$ cat src/rtl/xgmii_link_sequencer.sv
// rtl/xgmii_link_sequencer.sv - 10GBASE-R lane bring-up sequencer: PHY/MAC reset ordering and link-up decision
module xgmii_link_sequencer #(
  parameter int RST_PULSE     = 64,
  parameter int RX_TIMEOUT    = 156250,
  parameter int SETTLE_CYCLES = 1024,
  parameter int FAULT_LIMIT   = 16
) (
  input  logic        clk,
  input  logic        rst,
  input  logic        pll_locked,
  input  logic        tx_ready,
  input  logic        rx_ready,
  input  logic        sfp_los,
  input  logic        sfp_prsnt_n,
  input  logic [71:0] xgmii_rx_dc,
  output logic        phy_rst,
  output logic        mac_rst,
  output logic        sfp_txdisable,
  output logic        link_up,
  output logic [2:0]  state,
  output logic [7:0]  retry_count,
  output logic        local_fault,
  output logic        remote_fault
);

  localparam int TMAX01 = (RST_PULSE > RX_TIMEOUT) ? RST_PULSE : RX_TIMEOUT;
  localparam int TMAX   = (TMAX01 > SETTLE_CYCLES) ? TMAX01 : SETTLE_CYCLES;
  localparam int TW     = $clog2(TMAX);
  localparam int FW     = $clog2(FAULT_LIMIT + 1);

  typedef enum logic [2:0] {
    S_RST       = 3'd0,
    S_WAIT_LOCK = 3'd1,
    S_WAIT_RX   = 3'd2,
    S_SETTLE    = 3'd3,
    S_UP        = 3'd4
  } state_t;

  state_t          st, nxt;
  logic [TW-1:0]   timer, timer_nxt;
  logic [FW-1:0]   fault_cnt, fault_cnt_nxt;
  logic            retry_inc;
  logic [4:0]      sync1, sync2;
  logic            pll_s, tx_s, rx_s, los_s, prsnt_n_s, fault;

  assign {prsnt_n_s, los_s, rx_s, tx_s, pll_s} = sync2;
  assign fault = local_fault | remote_fault;
  assign state = st;

  // Sequence-ordered column: /9C/ in lane 0 as control, then 00 00 <code> as data
  function automatic logic col_match(input logic [35:0] col, input logic [7:0] code);
    return (col[8:0] == 9'h19C) && (col[17:9] == 9'h000) &&
           (col[26:18] == 9'h000) && (col[35:27] == {1'b0, code});
  endfunction

  always_ff @(posedge clk) begin
    if (rst) begin
      sync1         <= '0;
      sync2         <= '0;
      local_fault   <= 1'b0;
      remote_fault  <= 1'b0;
      sfp_txdisable <= 1'b1;
    end else begin
      sync1         <= {sfp_prsnt_n, sfp_los, rx_ready, tx_ready, pll_locked};
      sync2         <= sync1;
      local_fault   <= col_match(xgmii_rx_dc[35:0], 8'h01) | col_match(xgmii_rx_dc[71:36], 8'h01);
      remote_fault  <= col_match(xgmii_rx_dc[35:0], 8'h02) | col_match(xgmii_rx_dc[71:36], 8'h02);
      sfp_txdisable <= prsnt_n_s;
    end
  end

  always_comb begin
    nxt           = st;
    timer_nxt     = timer;
    fault_cnt_nxt = '0;
    retry_inc     = 1'b0;
    if (prsnt_n_s) begin
      nxt       = S_RST;
      timer_nxt = '0;
    end else if (st != S_RST && !pll_s) begin
      nxt       = S_RST;
      timer_nxt = '0;
      retry_inc = (st == S_UP);
    end else begin
      case (st)
        S_RST:
          if (timer == TW'(RST_PULSE - 1)) begin
            nxt       = S_WAIT_LOCK;
            timer_nxt = '0;
          end else begin
            timer_nxt = timer + TW'(1);
          end
        S_WAIT_LOCK:
          if (pll_s && tx_s) begin
            nxt       = S_WAIT_RX;
            timer_nxt = '0;
          end
        S_WAIT_RX:
          if (rx_s && !los_s) begin
            nxt       = S_SETTLE;
            timer_nxt = '0;
          end else if (timer == TW'(RX_TIMEOUT - 1)) begin
            nxt       = S_RST;
            timer_nxt = '0;
            retry_inc = 1'b1;
          end else begin
            timer_nxt = timer + TW'(1);
          end
        S_SETTLE:
          if (!rx_s || los_s) begin
            nxt       = S_WAIT_RX;
            timer_nxt = '0;
          end else if (fault) begin
            timer_nxt = '0;
          end else if (timer == TW'(SETTLE_CYCLES - 1)) begin
            nxt       = S_UP;
            timer_nxt = '0;
          end else begin
            timer_nxt = timer + TW'(1);
          end
        S_UP:
          if (los_s || !rx_s) begin
            nxt       = S_RST;
            timer_nxt = '0;
            retry_inc = 1'b1;
          end else if (fault) begin
            if (fault_cnt == FW'(FAULT_LIMIT - 1)) begin
              nxt       = S_SETTLE;
              timer_nxt = '0;
            end else begin
              fault_cnt_nxt = fault_cnt + FW'(1);
            end
          end
        default: begin
          nxt       = S_RST;
          timer_nxt = '0;
        end
      endcase
    end
  end

  // Outputs are decoded from the next state so they move together with state
  always_ff @(posedge clk) begin
    if (rst) begin
      st          <= S_RST;
      timer       <= '0;
      fault_cnt   <= '0;
      retry_count <= 8'd0;
      phy_rst     <= 1'b1;
      mac_rst     <= 1'b1;
      link_up     <= 1'b0;
    end else begin
      st        <= nxt;
      timer     <= timer_nxt;
      fault_cnt <= fault_cnt_nxt;
      if (retry_inc && retry_count != 8'hFF)
        retry_count <= retry_count + 8'd1;
      phy_rst   <= (nxt == S_RST);
      mac_rst   <= (nxt != S_UP);
      link_up   <= (nxt == S_UP);
    end
  end

endmodule

$ cat config.mk
export PLATFORM = sky130hd
export DESIGN_NAME = xgmii_link_sequencer
export DESIGN_NICKNAME = d
export VERILOG_FILES = /design/src/rtl/xgmii_link_sequencer.sv
export SDC_FILE = /design/constraint.sdc
export NUM_CORES = 1
export LEC_CHECK = 0
export ABC_AREA = 1
export BUFFER_PORTS_ARGS = -buffer_cell sky130_fd_sc_hd__buf_2
export CELL_PAD_IN_SITES_DETAIL_PLACEMENT = 0
export CELL_PAD_IN_SITES_GLOBAL_PLACEMENT = 1
export CORE_MARGIN = 10
export CORE_UTILIZATION = 35
export CTS_CLUSTER_SIZE = 40
export DETAILED_ROUTE_END_ITERATION = 6
export GPL_TIMING_DRIVEN = 0
export PLACE_DENSITY = 0.89
export SLEW_MARGIN = 25
export SYNTH_ARGS = -nofsm -noshare
export SYNTH_HDL_FRONTEND = slang
export SYNTH_SLANG_ARGS = --single-unit
$ cat constraint.sdc
create_clock -name clk -period 2.4 [get_ports clk]
set_input_delay 0.12 -clock clk [delete_from_list [all_inputs] [get_ports clk]]
set_output_delay 0.12 -clock clk [all_outputs]
set_load 0.01 [all_outputs]
# Word-level counts from Yosys, hierarchy flattened

Cells that the tools add are included.

Add/subtract/negate cells: 3
Equal/unequal tests: 20
Mux-type cells: 30
Bitwise gates (word level): 5
Reductions and logical operators: 26

Operator list:

| cell                                                                     | count |
|---|---|
| 18-bit 2-to-1 mux                                                        | 10 |
| 18-bit one-hot mux with 5 select lines                                   | 1 |
| 9-bit logical NOT                                                        | 4 |
| 3-bit 2-to-1 mux                                                         | 12 |
| 18-bit by 1-bit adder with 18-bit output (second input constant)         | 1 |
| 18-bit by 10-bit equality test with 1-bit output (second input constant) | 1 |
| 18-bit equality test (second input constant)                             | 1 |
| 18-bit by 6-bit equality test with 1-bit output (second input constant)  | 1 |
| 9-bit by 1-bit equality test with 1-bit output (second input constant)   | 2 |
| 9-bit by 2-bit equality test with 1-bit output (second input constant)   | 2 |
| 9-bit equality test (second input constant)                              | 2 |
| 3-bit one-hot mux with 5 select lines                                    | 1 |
| 1-bit logical AND                                                        | 12 |
| 8-bit by 1-bit adder with 8-bit output (second input constant)           | 1 |
| 8-bit != test (second input constant)                                    | 1 |
| 7-bit OR reduction                                                       | 1 |
| 3-bit by 2-bit equality test with 1-bit output (second input constant)   | 2 |
| 3-bit equality test (second input constant)                              | 2 |
| 3-bit logical NOT                                                        | 2 |
| 5-bit by 1-bit adder with 5-bit output (second input constant)           | 1 |
| 5-bit by 4-bit equality test with 1-bit output (second input constant)   | 1 |
| 1-bit 2-to-1 mux                                                         | 5 |
| 3-bit by 1-bit equality test with 1-bit output (second input constant)   | 1 |
| 1-bit logical NOT                                                        | 3 |
| 11 further kinds                                                         | 14 |

Flip-flop bits (word level): 50
Output and inout bits: 17

# Longest topological paths before layout

Gate-level depths: netlist (run 1).

Word-level depth: 8
Gate-level depth with buffers: 15

# Worst setup path before layout (run 1)

Ideal clock, no wire load.

Kind: flip-flop to flip-flop
Start: register fault_cnt[0]
End: register timer[17]
Library setup time: 0.115 ns
Data arrival time: 1.594 ns
Data required time: 2.285 ns
Setup slack: 0.691 ns
Cell stages (with the launch flop): 16
Buffers on the path: 0
Period minus slack after synthesis: 1.709 ns
Cell sequence: dfxtp_1 > ha_1 > nand2_1 > nor2_1 > ha_1 > inv_1 > nor2_1 > inv_1 > nand2_2 > nand2_2 > nor2_2 > nand2_1 > nor2_1 > nand2_1 > nand2_1 > nor2_2

Cells in the longest elaborated chain, start to end: 3

RTL lines:

| item                                                      | line | source |
|---|---|---|
| start: declaration                                        | 41   | `logic [FW-1:0] fault_cnt, fault_cnt_nxt;` |
| start signal: assignment                                  | 155  | `fault_cnt <= fault_cnt_nxt;` |
| 5-bit by 4-bit equality test with 1-bit output            | 127  | `if (fault_cnt == FW'(FAULT_LIMIT - 1)) begin` |
| 3-bit by 1-bit != test with 1-bit output (no source line) | n/a  |  |
| 3-bit AND reduction (no source line)                      | n/a  |  |
| end signal: assignment                                    | 154  | `timer <= timer_nxt;` |
| end: declaration                                          | 40   | `logic [TW-1:0] timer, timer_nxt;` |

Every way passes these cells.
A chain may end at the register's enable or synchronous reset.

# Final worst setup path (run 1)

Same ends and word-level chain as after synthesis.

==> results of run 1 <==
## flip-flops by register name (all words and copies together), names as in the netlist
name	cells
fault_cnt	5
link_up	1
local_fault	1
mac_rst	1
phy_rst	1
remote_fault	1
retry_count	8
sfp_txdisable	1
state	3
sync1	5
sync2	5
timer	18
## repair_timing
action | CTS | global route
setup buffers | 0 | 0
hold buffers | 3 | 0
hold endpoints to repair | 3 | 0
## worst max-delay path by stage
| stage | to | cells after the start | from |
|---|---|---|---|
| finish | timer[17]$_SDFFE_PP0P_ | 15 | fault_cnt[0]$_SDFF_PP0_ |
| global route | timer[17]$_SDFFE_PP0P_ | 15 | fault_cnt[0]$_SDFF_PP0_ |
| CTS | timer[17]$_SDFFE_PP0P_ | 15 | fault_cnt[0]$_SDFF_PP0_ |
| detailed placement | timer[17]$_SDFFE_PP0P_ | 15 | fault_cnt[0]$_SDFF_PP0_ |
| global placement | timer[17]$_SDFFE_PP0P_ | 15 | fault_cnt[0]$_SDFF_PP0_ |
| floorplan | timer[17]$_SDFFE_PP0P_ | 15 | fault_cnt[0]$_SDFF_PP0_ |
## through the flow
step	area (um2)	worst slack [ns]	hold WS [ns]
final	3570	0.383	0.0107
after global routing	3570	0.0671	0.0129
after CTS	3570	0.374	0.000181
after detailed placement	3440	0.393	0.326
after global placement	3440	0.410	0.326
after floorplan	2840	0.691	0.227
## worst max-delay path: stages (launching register included)
cell	delay (ns)
dfxtp_1	0.37
ha_1	0.17
nand2_1	0.08
nor2_1	0.09
ha_1	0.18
inv_1	0.04
nor2_1	0.14
inv_1	0.08
nand2_2	0.08
nand2_2	0.11
nor2_2	0.18
nand2_1	0.13
nor2_1	0.11
nand2_1	0.05
nand2_1	0.07
nor2_2	0.03
## placed cells by master, fill, tap and decap left out, drive strengths merged
| master | Yosys | final |
|---|---|---|
| dfxtp | 50 | 50 |
| nand2 | 90 | 90 |
| and3 | 2 | 2 |
| nand3 | 36 | 36 |
| nor4b | 1 | 1 |
| nor3b | 2 | 2 |
| o22ai | 1 | 1 |
| nor3 | 10 | 10 |
| o21bai | 3 | 3 |
| clkbuf | 1 | 7 |
| a21oi | 21 | 21 |
| ha | 5 | 5 |
| inv | 62 | 63 |
| clkinv | 1 | 1 |
| nor4 | 7 | 7 |
| o21ai | 5 | 5 |
| xnor2 | 1 | 1 |
| clkinvlp | 0 | 1 |
| buf | 2 | 97 |
| xor2 | 11 | 11 |
| nand4 | 18 | 18 |
| nor2 | 88 | 88 |
| dlygate4sd3 | 0 | 3 |
## per-layer routing
metal / share of wire / routed length, um / track usage / vias to the layer above
met5: 0 / 0 / 0 / -
met2: 0.52 / 4050 / 0.246 / 44
met1: 0.43 / 3340 / 0.147 / 1292
met3: 0.037 / 292 / 0.0354 / 11
met4: 0.017 / 133 / 0.0381 / 0
li1: - / - / - / 1549
## power by group through the flow
stage	sequential [uW]	clock (uW)	combinational, uW
2_1_floorplan	868	0	47.8
3_3_place_gp	869	0	120
3_5_place_dp	869	0	123
4_1_cts	850	561	127
5_1_grt	852	594	143
6_report	850	540	125
## logic make-up (layout without fill, tap and decap cells)
group,count (synthesis),after routing,synth area share
DFF,50,50,0.353
adders and majority gates,5,5,0.0221
buffers and inverters,66,172,0.0887
xor gates and xnor gates,12,12,0.0371
and+or+nand+nor,254,254,0.438
AOI/OAI and AO/OA,30,30,0.0613
## final cells by class
cell class              count  share of cell area
clock inverters             2             0.00456
clock buffers               6              0.0231
inverters                  63              0.0663
well taps                 102              0.0358
repair buffers             98               0.142
multi-input cells         301               0.444
plain buffers               3             0.00421
flip-flops and latches     50               0.281
==> results.ini, run 1 <==
[run_status]
outcome = complete, no violations

[timing]
finalCritPeriodShare = 0.841
finalSetupViolations = 0
final-hold-violation-count = 0
slew_violations = 0
worst_pin_slew_ns = 0.449
setup_tns_ns = 0
fin_skew_ns = 0.00835
max_freq_ghz = 0.496
rsz0062_at_grt = no
worst_slew_margin_rel = 0.701
min_period_ns = 2.02

[setup_path]
rr_startpoint = fault_cnt[0]$_SDFF_PP0_
r2r_cells = 15
path_max_fanout = 5
cp_data_arrival_time_ns = 2.23
required_ns = 2.62
crit_type = reg -> reg
end_kind = register
worstSetupStartpointType = register
r2r_end = timer[17]$_SDFFE_PP0P_
reg2reg_setup_slack_ns = 0.38

[yosys]
async_reset_ff_frac = 0
syn_area_mm2 = 0.00284
synth.top_cell.area_share = 0.353
synth_cells = 417
synth_area_per_cell_um2 = 6.80
ys.flop_type = dfxtp_1
yosysTopAreaCell = dfxtp_1
synth_cell_types = 34
syn-num-nets = 501
seq_area_frac_synth = 0.353
synth-seq-cells = 50
synth_edf_count = 0
ys_warn_count = 0
yosys-top-cells-count = 84 x nand2_1, 70 x nor2_1, 56 x inv_1
synth.most_common_cell = nand2_1
synth_area_leaders = dfxtp_1 35%, nand2_1 11%, nor2_1 9.3%

[final_layout]
multi_input_area_mm2 = 0.00158
area_delta_synth_final_pct = 25.8
seq_area_mm2 = 0.00100
fin_util = 0.457
fin_cells = 625
nets = 606
drive_above_1_share = 0.281
antenna_cells = 0
fillers = 819

[place]
io_buffers = 95
placedCellCount = 614
routabilityCongestion = 0.915
dp_hpwl_mm = 6.50

[floorplanning]
start_util = 0.363
die_x_um = 110
boundaryPins = 96
die_area_mm2 = 0.0121
die_h_um = 110
fp-row-count = 32
coreArea_mm2 = 0.00781

[clock_tree]
worstSkewPairLatency_ns = 0.31
clock_path_buffers = 2
htreeDepth = 2
cts_root_buf = clkbuf_8
clk_pin_slew_ns = 0.10
cts_sinks = 50
cts_buffers = 5
cts_resized = 0
cts_tree = yes

[detailed_routing]
drcViolationCount = 0
vias_per_cell = 4.63
wire_per_inst_um = 12.5
drt_iter0_drc = 73
firstDrtPassIters = 4
antenna_left = 0
routed_wl_mm = 7.81
vias = 2896

[min_path]
holdPathStages = 3
hold_start = rx_ready
worstHoldEndpoint = sync1[2]$_SDFF_PP0_
hold_path_class = in -> reg

[power_and_ir_drop]
peakVddDrop_uv = 287
combPwrFrac = 0.083
pwr-share-clk = 0.356
p_int_uw = 1150
leakage_uw = 0.00165
p_seq_frac = 0.561
powerDensity_mw_per_mm2 = 424
p_switching_uw = 367
swShare = 0.242
total_power_uw = 1510

[run]
cap_viol_max_count = 0

[grt]
grt_first_pass_wirelength_mm = 13.0
grt_start_max_net_pins = 17
first_global_vias = 2849
grt_usage = 0.134
overflow = 0
antenna_found_initial = 0

Power figures use the tool's default switching activity.
==> run 2, diff against run 1 <==
clock period = 1.9 ns   (was 2.4 ns; I/O delays follow)
==> run 2 against run 1 <==
Critical endpoint unchanged. Core utilization is 2.1 points higher. Critical path depth stayed put. Sequential power is 26% higher. Hold slack better by 0.059 ns. Design area is 4.5% higher. Non-clock buffer count is 7 higher. Register-to-register slack worse by 0.29 ns. Die area stayed put. Combinational power is 31% higher. Flip-flop and latch count stayed put. Setup slack worse by 0.29 ns. Sequential share of layout area is 1.1 points lower.
==> results.ini, run 2 (same netlist as run 1, synthesis figures left out) <==
[final_layout]
area_delta_synth_final_pct = 31.5
nets = 613
drive_above_1_share = 0.315
largest_register_ffs = 18
final_common_cell = buf_2
fin_area_mm2 = 0.00373
top_regs = timer: 18 flops, retry_count: 8 flops
final_cell_mix = 95 x buf_2, 82 x nand2_1, 67 x nor2_1, 54 x inv_1, 46 x dfxtp_1
fin_util = 0.478
registers.top_by_ff_count = timer
antenna_cells = 0

[setup_path]
required_ns = 2.12
r2r_cells = 15
worstSetupStartpointType = register
rr_startpoint = fault_cnt[1]$_SDFF_PP0_
r2r_end = timer[17]$_SDFFE_PP0P_
crit_start = fault_cnt[1]$_SDFF_PP0_
cp_data_arrival_time_ns = 2.03
end_kind = register
path_max_fanout = 5
reg2reg_setup_slack_ns = 0.09
crit_type = reg -> reg

[timing]
finalSetupViolations = 0
setup_tns_ns = 0
worst_pin_slew_ns = 0.449
min_period_ns = 1.81
fin_skew_ns = 0.00790
rsz0062_at_grt = yes
worst_slew_margin_rel = 0.701
finalCritPeriodShare = 0.951
slew_violations = 0
final-hold-violation-count = 0
max_freq_ghz = 0.553

[grt]
grtUsageMet1 = 0.148
overflow = 0
grt_busiest_layer = met2
grt_start_max_net_pins = 17
antenna_found_initial = 0
grt_usage = 0.135
grt_first_pass_wirelength_mm = 13.1
use_met3 = 0.0354
met2_usage = 0.251
first_global_vias = 2884

[clock_tree]
cts_sinks = 50
clock_path_buffers = 2
worstSkewPairLatency_ns = 0.32
cts_buffers = 5
clk_pin_slew_ns = 0.10
cts_tree = yes
cts_root_buf = clkbuf_8
htreeDepth = 2

[floorplanning]
fp-row-count = 32
die_h_um = 110
die_area_mm2 = 0.0121
start_util = 0.363
die_x_um = 110
boundaryPins = 96
coreArea_mm2 = 0.00781

[place]
dp_hpwl_mm = 6.50
routabilityCongestion = 0.915
io_buffers = 95
placed_area_mm2 = 0.00344

[min_path]
worstHoldEndpoint = local_fault$_SDFF_PP0_
hold_start = xgmii_rx_dc[35]
hold_path_class = in -> reg
holdPathStages = 4

[run_status]
outcome = complete, no violations

[detailed_routing]
vias = 2924
antenna_left = 0
firstDrtPassIters = 4
drcViolationCount = 0
routed_wl_mm = 7.99
wire_per_inst_um = 12.6
drt_iter0_drc = 70
vias_per_cell = 4.63

[power_and_ir_drop]
peakVddDrop_uv = 365
leakage_uw = 0.00172
powerDensity_mw_per_mm2 = 517

[run]
cap_viol_max_count = 0

[run 2: how the worst max path moves through the flow]
stage / end / slack, ns / depth (start not counted)
4_1_cts: timer[17]$_SDFFE_PP0P_ / 0.006 / 15
2_1_floorplan: timer[17]$_SDFFE_PP0P_ / 0.19 / 15
6_report: timer[17]$_SDFFE_PP0P_ / 0.09 / 15
3_5_place_dp: timer[17]$_SDFFE_PP0P_ / -0.11 / 15
3_3_place_gp: timer[17]$_SDFFE_PP0P_ / -0.09 / 15
5_1_grt: timer[17]$_SDFFE_PP0P_ / -0.05 / 15
[run 2: cell type report]
class                   instances  area [um2]
fillers                       797        4080
multi-input cells             301        1680
flip-flops and latches         50        1010
repair buffers                105         563
inverters                      63         239
well taps                     102         128
clock buffers                   6        82.6
plain buffers                   3        18.8
clock inverters                 2        16.3
[run 2: metrics by stage]
step	power [uW]	setup WS (ns)	hold slack, ns	instances
detailed placement	1250	-0.107	0.301	614
finish	1930	0.0924	0.0699	632
global route	2010	-0.0494	0.0766	632
floorplan	1160	0.191	0.202	417
global placement	1250	-0.0904	0.301	614
CTS	1950	0.00568	0.0686	627
[run 2: layer usage]
metal	vias to the layer above	share of wire
met2	45	0.53
met4	0	0.017
met5	-	0
met1	1303	0.42
met3	11	0.034
li1	1565	-
[run 2: timing repair]
item,CTS,global route
endpoints found under the hold margin,5,0
setup endpoints to repair,10,20
setup buffers,0,5
hold buffers,5,0
pin swaps,0,8
resized for setup,6,20
[run 2: worst max-delay path, stage by stage, from the launching register on]
cell     delay, ns
dfxtp_2       0.37
ha_4          0.15
nand2_4       0.06
nor2_4        0.12
ha_4          0.14
inv_2         0.04
nor2_4        0.09
inv_2         0.05
nand2_2       0.08
nand2_4       0.10
nor2_4        0.16
nand2_2       0.10
nor2_2        0.11
nand2_1       0.05
nand2_1       0.07
nor2_2        0.03
[run 2: power breakdown]
part	switching [uW]	internal, uW	leakage, uW	total [uW]
Clock	388	301	0.0000478	689
Sequential	10.5	1060	0.000407	1070
Combinational	74.2	89.6	0.00126	164
Total	473	1450	0.00172	1930
